**src/rtl/wb_dst_sel_if.sv**
```systemverilog
// wb_dst_sel_if: EX/DM source buses, hazard controls and DM/WB write-back bundle.
interface wb_dst_sel_if #(
   parameter int DATA_W  = 32,
   parameter int NUM_SRC = 5,
   parameter int ADDR_W  = 4
);
   logic [NUM_SRC*DATA_W-1:0] src_data_EX_DM;
   logic [NUM_SRC-1:0]        src_sel_EX_DM;
   logic                      we_EX_DM;
   logic [ADDR_W-1:0]         dst_addr_EX_DM;
   logic                      ext_vld;
   logic                      stall;
   logic                      flush;
   logic [DATA_W-1:0]         rf_w_data_DM_WB;
   logic                      rf_we_DM_WB;
   logic [ADDR_W-1:0]         rf_dst_addr_DM_WB;
   logic                      stall_req;
   logic                      ext_ack;
   logic                      ext_tmo;
   logic                      sel_multi;

   modport master (
      output src_data_EX_DM, src_sel_EX_DM, we_EX_DM, dst_addr_EX_DM, ext_vld, stall, flush,
      input  rf_w_data_DM_WB, rf_we_DM_WB, rf_dst_addr_DM_WB, stall_req, ext_ack, ext_tmo, sel_multi
   );
   modport slave (
      input  src_data_EX_DM, src_sel_EX_DM, we_EX_DM, dst_addr_EX_DM, ext_vld, stall, flush,
      output rf_w_data_DM_WB, rf_we_DM_WB, rf_dst_addr_DM_WB, stall_req, ext_ack, ext_tmo, sel_multi
   );
endinterface

```
**src/rtl/wb_dst_sel.sv**
```systemverilog
// wb_dst_sel: priority write-back source select into DM/WB, with stall/flush
// and a bounded wait state for the long-latency external source.
module wb_dst_sel #(
   parameter int DATA_W  = 32,
   parameter int NUM_SRC = 5,
   parameter int EXT_SRC = 3,
   parameter int ADDR_W  = 4,
   parameter int EXT_TMO = 16
) (
   input logic         clk,
   input logic         rst_n,
   wb_dst_sel_if.slave bus
);
   localparam int SEL_W = $clog2(NUM_SRC);
   localparam int CNT_W = $clog2(EXT_TMO);
   localparam logic [SEL_W-1:0] EXT_IDX = SEL_W'(EXT_SRC);
   localparam logic [SEL_W-1:0] DEF_IDX = SEL_W'(NUM_SRC - 1);
   localparam logic [CNT_W-1:0] TMO_LAST = CNT_W'(EXT_TMO - 1);

   typedef enum logic {IDLE, WAIT} state_t;

   state_t            state_q, state_d;
   logic [CNT_W-1:0]  cnt_q, cnt_d;
   logic [DATA_W-1:0] data_q, data_d;
   logic              we_q, we_d;
   logic [ADDR_W-1:0] addr_q, addr_d;
   logic              multi_q, multi_d;
   logic [SEL_W-1:0]  win;
   logic [DATA_W-1:0] win_data;
   logic              multi, ext_req, stall_req, ext_ack, ext_tmo;

   always_comb begin
      win = DEF_IDX;
      for (int i = NUM_SRC - 2; i >= 0; i--)
         if (bus.src_sel_EX_DM[i]) win = SEL_W'(i);
   end

   assign win_data = bus.src_data_EX_DM[win*DATA_W +: DATA_W];
   assign multi    = $countones(bus.src_sel_EX_DM) > 1;
   assign ext_req  = bus.we_EX_DM && (win == EXT_IDX);

   always_comb begin
      state_d   = state_q;
      cnt_d     = cnt_q;
      data_d    = data_q;
      we_d      = we_q;
      addr_d    = addr_q;
      multi_d   = multi_q;
      stall_req = 1'b0;
      ext_ack   = 1'b0;
      ext_tmo   = 1'b0;
      if (bus.flush) begin
         we_d    = 1'b0;
         state_d = IDLE;
         cnt_d   = '0;
      end else if (!bus.stall) begin
         if (state_q == IDLE) begin
            if (ext_req && !bus.ext_vld) begin
               stall_req = 1'b1;
               we_d      = 1'b0;
               state_d   = WAIT;
               cnt_d     = CNT_W'(1);
            end else begin
               data_d  = win_data;
               we_d    = bus.we_EX_DM;
               addr_d  = bus.dst_addr_EX_DM;
               multi_d = multi;
               ext_ack = ext_req;
            end
         end else if (bus.ext_vld) begin
            // EX/DM was held by stall_req, so the buses still carry the waiting instruction
            ext_ack = 1'b1;
            data_d  = bus.src_data_EX_DM[EXT_SRC*DATA_W +: DATA_W];
            we_d    = 1'b1;
            addr_d  = bus.dst_addr_EX_DM;
            multi_d = multi;
            state_d = IDLE;
            cnt_d   = '0;
         end else if (cnt_q == TMO_LAST) begin
            ext_tmo = 1'b1;
            we_d    = 1'b0;
            state_d = IDLE;
            cnt_d   = '0;
         end else begin
            stall_req = 1'b1;
            cnt_d     = cnt_q + CNT_W'(1);
         end
      end
   end

   always_ff @(posedge clk or negedge rst_n) begin
      if (!rst_n) begin
         state_q <= IDLE;
         cnt_q   <= '0;
         data_q  <= '0;
         we_q    <= 1'b0;
         addr_q  <= '0;
         multi_q <= 1'b0;
      end else begin
         state_q <= state_d;
         cnt_q   <= cnt_d;
         data_q  <= data_d;
         we_q    <= we_d;
         addr_q  <= addr_d;
         multi_q <= multi_d;
      end
   end

   assign bus.rf_w_data_DM_WB   = data_q;
   assign bus.rf_we_DM_WB       = we_q;
   assign bus.rf_dst_addr_DM_WB = addr_q;
   assign bus.sel_multi         = multi_q;
   assign bus.stall_req         = stall_req;
   assign bus.ext_ack           = ext_ack;
   assign bus.ext_tmo           = ext_tmo;
endmodule

```
**src/flat_wrapper.sv**
```systemverilog
// flat-port wrapper written by rule: the top's interface ports become plain ports
module wb_dst_sel_flat 
#(
   parameter int DATA_W  = 32,
   parameter int NUM_SRC = 5,
   parameter int EXT_SRC = 3,
   parameter int ADDR_W  = 4,
   parameter int EXT_TMO = 16
)
  (clk, rst_n, bus_src_data_EX_DM, bus_src_sel_EX_DM, bus_we_EX_DM, bus_dst_addr_EX_DM, bus_ext_vld, bus_stall, bus_flush, bus_rf_w_data_DM_WB, bus_rf_we_DM_WB, bus_rf_dst_addr_DM_WB, bus_stall_req, bus_ext_ack, bus_ext_tmo, bus_sel_multi);
  wb_dst_sel_if #(.DATA_W(DATA_W), .NUM_SRC(NUM_SRC), .ADDR_W(ADDR_W)) bus_i ();
  input logic clk;
  input logic rst_n;
  input wire logic [$bits(bus_i.src_data_EX_DM)-1:0] bus_src_data_EX_DM;
  input wire logic [$bits(bus_i.src_sel_EX_DM)-1:0] bus_src_sel_EX_DM;
  input wire logic [$bits(bus_i.we_EX_DM)-1:0] bus_we_EX_DM;
  input wire logic [$bits(bus_i.dst_addr_EX_DM)-1:0] bus_dst_addr_EX_DM;
  input wire logic [$bits(bus_i.ext_vld)-1:0] bus_ext_vld;
  input wire logic [$bits(bus_i.stall)-1:0] bus_stall;
  input wire logic [$bits(bus_i.flush)-1:0] bus_flush;
  output wire logic [$bits(bus_i.rf_w_data_DM_WB)-1:0] bus_rf_w_data_DM_WB;
  output wire logic [$bits(bus_i.rf_we_DM_WB)-1:0] bus_rf_we_DM_WB;
  output wire logic [$bits(bus_i.rf_dst_addr_DM_WB)-1:0] bus_rf_dst_addr_DM_WB;
  output wire logic [$bits(bus_i.stall_req)-1:0] bus_stall_req;
  output wire logic [$bits(bus_i.ext_ack)-1:0] bus_ext_ack;
  output wire logic [$bits(bus_i.ext_tmo)-1:0] bus_ext_tmo;
  output wire logic [$bits(bus_i.sel_multi)-1:0] bus_sel_multi;
  assign bus_i.src_data_EX_DM = bus_src_data_EX_DM;
  assign bus_i.src_sel_EX_DM = bus_src_sel_EX_DM;
  assign bus_i.we_EX_DM = bus_we_EX_DM;
  assign bus_i.dst_addr_EX_DM = bus_dst_addr_EX_DM;
  assign bus_i.ext_vld = bus_ext_vld;
  assign bus_i.stall = bus_stall;
  assign bus_i.flush = bus_flush;
  assign bus_rf_w_data_DM_WB = bus_i.rf_w_data_DM_WB;
  assign bus_rf_we_DM_WB = bus_i.rf_we_DM_WB;
  assign bus_rf_dst_addr_DM_WB = bus_i.rf_dst_addr_DM_WB;
  assign bus_stall_req = bus_i.stall_req;
  assign bus_ext_ack = bus_i.ext_ack;
  assign bus_ext_tmo = bus_i.ext_tmo;
  assign bus_sel_multi = bus_i.sel_multi;
  wb_dst_sel #(.DATA_W(DATA_W), .NUM_SRC(NUM_SRC), .EXT_SRC(EXT_SRC), .ADDR_W(ADDR_W), .EXT_TMO(EXT_TMO)) u_core (.clk(clk), .rst_n(rst_n), .bus(bus_i));
endmodule
```
**config.mk**
```make
export PLATFORM = sky130hd
export DESIGN_NAME = wb_dst_sel_flat
export DESIGN_NICKNAME = d
export VERILOG_FILES = /design/src/rtl/wb_dst_sel_if.sv /design/src/rtl/wb_dst_sel.sv /design/src/flat_wrapper.sv
export SDC_FILE = /design/constraint.sdc
export NUM_CORES = 1
export LEC_CHECK = 0
export CAP_MARGIN = 10
export CORE_ASPECT_RATIO = 1.1
export CORE_MARGIN = 5
export CORE_UTILIZATION = 30
export DETAILED_ROUTE_END_ITERATION = 10
export DONT_BUFFER_PORTS = 1
export PLACE_DENSITY = 0.42
export SETUP_SLACK_MARGIN = 0.3
export SLEW_MARGIN = 20
export SYNTH_ARGS = -nofsm -noshare
export SYNTH_HDL_FRONTEND = slang
export SYNTH_SLANG_ARGS = --single-unit
```
**constraint.sdc**
```tcl
create_clock -name clk -period 2.3 [get_ports clk]
set_clock_uncertainty 0.05 [all_clocks]
set_input_delay 0.46 -clock clk [delete_from_list [all_inputs] [get_ports clk]]
set_output_delay 0.46 -clock clk [all_outputs]
set_load 0.005 [all_outputs]
```
==> impl_metrics.yaml <==
global_route:
  grt_pass1_wl_mm: 21.6
  antenna_found_initial: 1
  grt_pass1_vias: 3739
  grt_usage_pct: 18.9
  grt-ovfl-total: 0
  grt_max_degree: 70
cts:
  numCtsBuffers: 5
  cts_sinks: 43
  tritoncts: "built"
  clk_latency_ns: 0.29
  clk_path_buf_depth: 2
  cts.clk_slew.worst_paths_ns: 0.06
  clockRootBuffer: "clkbuf_16"
  htree_levels: 2
floorplan:
  chipHeight_microns: 126
  core_sq_um: 12000
  rows: 42
  fp.dieW_microns: 115
  die_area_sq_um: 14500
  io-pin-count: 216
  start_util_pct: 30.5
place:
  dp_hpwl_mm: 9.86
  gp_routability_congestion: 0.778
  place_ws_ns: -0.0664
  io_buffers: 0
power_and_ir_drop:
  power_density_nw_per_um2: 528
  p_leak_nw: 1.63
  ir_drop_mv: 0.321
timing:
  finalCritPeriodShare_pct: 82.5
  worst_pin_slew_ns: 0.708
  period_needed_ns: 1.90
  slew_viol_final: 0
  fmaxAchievable_mhz: 527
  fin_hold_ws_ns: 0.215
  report.final.hold_viol_count: 0
  slew_headroom_pct: 52.7
  final.setup.worst_slack_ns: 0.403
  setup_violations: 0
  rsz0062_at_grt: "no"
synth:
  syn_inst: 481
  ys_seq_area_share_pct: 29.5
  ys_ff_latch: 43
  synth_area_sq_um: 3650
  synth_edf_count: 0
  netlist-cell-type-count: 35
  synth_flop_cell: "dfrtp_1"
  yosysWarnings: 0
  async_reset_ff_share_pct: 100
  synth_nets: 664
  syn_avg_cell_area_sq_um: 7.59
drt:
  dr.pass1.iters: 4
  vias_per_cell: 5.83
  drt_wl_total_mm: 14.1
  vias: 3603
  final_antenna_net_count: 0
  wl_per_cell_microns: 22.9
  drc_errors: 0
  first_iter_violations: 154
cells_and_area:
  area_growth_pct: 14.2
  final_common_cell: "nor2_1"
  drive_gt1_share_pct: 12.7
  n_fill_cell: 1321
  final_cell_mix: "nor2_1, dfrtp_1, inv_1"
  layout.nets: 647
run_status:
  status: "finished, final reports clean"
critical_path:
  cp_max_fo: 4
  worst_setup_path_end_kind: "primary output"
  worstPathRequired_ns: 1.79
  criticalPathCategory: "reg -> out"
  cp-start-kind: "register"
  ff2ff_path_depth: 5
  arrival_ns: 1.39
job:
  maxCapViolations: 0
worst_hold_path:
  hold_class: "in -> reg"
  hold_depth: 1
==> repair_timing <==
action | 4_1_cts | 5_1_grt
pin swaps | 3 | 1
gates resized for setup | 9 | 2
hold endpoints to repair | 43 | 0
endpoints found under the setup margin | 3 | 2
setup buffers | 5 | 0
hold buffers | 2 | 0
cloned | 1 | 0
==> cell usage after synthesis (2+ instances only) <==
| cell | n | area, sq um |
|---|---|---|
| nand3_1 | 2 | 10.0 |
| a311oi_1 | 32 | 280 |
| a31oi_1 | 2 | 12.5 |
| o21ai_0 | 34 | 170 |
| mux2_2 | 7 | 78.8 |
| nand2b_1 | 32 | 200 |
| buf_1 | 2 | 7.51 |
| inv_1 | 41 | 154 |
| buf_6 | 3 | 33.8 |
| clkbuf_4 | 3 | 22.5 |
| dfrtp_1 | 43 | 1080 |
| o31ai_1 | 2 | 15.0 |
| or3_1 | 33 | 206 |
| buf_2 | 7 | 35.0 |
| nor3_1 | 5 | 25.0 |
| nor2_1 | 74 | 278 |
| a21oi_1 | 35 | 175 |
| nand2_1 | 4 | 15.0 |
| o32ai_1 | 32 | 280 |
| o21bai_1 | 32 | 240 |
| clkbuf_1 | 36 | 135 |
| ha_1 | 7 | 87.6 |
==> cell families after synthesis <==
logic type	count (synthesis)	synth area share, %
adder cells (fa/ha/maj)	8	2.95
flip-flops	43	29.5
buffers and inverters	92	10.6
AO/OA/AOI/OAI	173	33.0
multiplexers	8	2.43
AND/OR/NAND/NOR	157	21.5
==> layout make-up <==
class	count	area, sq um	share of cell area (%)
well taps	154	193	4.62
diodes	1	2.50	0.0600
clock buffers	6	129	3.09
flip-flops and latches	43	1080	25.8
repair buffers	27	313	7.50
multi-input cells	346	2300	55.2
inverters	41	154	3.69
==> stage by stage <==
step	total power, W	std cells	cell area (sq um)	utilization (%)	setup TNS [ns]
finish	0.00220	618	4170	34.8	0
global placement	0.00148	603	3880	32.4	-2.00
floorplan	0.00135	481	3700	-	0
CTS	0.00224	617	4160	34.7	0
global route	0.00234	618	4170	34.8	0
detailed placement	0.00149	603	3880	32.4	-0.0664
==> sequential cells by signal, summed over array words and instances (netlist names) <==
signal                        count
u_core.bus.rf_dst_addr_DM_WB      4
u_core.state_q                    1
u_core.bus.rf_we_DM_WB            1
u_core.bus.rf_w_data_DM_WB       32
u_core.cnt_q                      4
u_core.bus.sel_multi              1
==> worst max-delay path, cell delays in order, from the launching register on <==
cell and delay, ns:
dfrtp_1 0.41, ha_1 0.24, nand3_1 0.16, mux2i_2 0.11, nor3_2 0.17
==> where the power goes <==
group          switching, W  internal [W]  total (W)
logic              0.000280      0.000253   0.000533
clock network      0.000301      0.000392   0.000693
registers          0.000106      0.000872   0.000977
==> path summary, 6_finish.rpt <==
| check | slack (ns) | endpoint | startpoint |
|---|---|---|---|
| max in group asynchronous | 1.34 | u_core.bus.rf_dst_addr_DM_WB[1] | rst_n |
| worst max register to register | 0.61 | u_core.bus.rf_w_data_DM_WB[7] | u_core.state_q |
| worst min register to register | 0.49 | u_core.bus.rf_dst_addr_DM_WB[2] | u_core.bus.rf_dst_addr_DM_WB[2] |
| worst max-delay path | 0.40 | bus_stall_req | u_core.cnt_q[0] |
| min in group asynchronous | 0.62 | u_core.bus.rf_w_data_DM_WB[5] | rst_n |
| worst min-delay path | 0.22 | u_core.state_q | bus_ext_vld |
==> metal layers <==
metal	GRT usage (%)	share of wire, %
met2	32.6	51
met1	23.2	40
met3	5.42	8.6
met5	0	0
met4	4.07	0.91
Note: power is estimated with default switching activity, not from simulation.
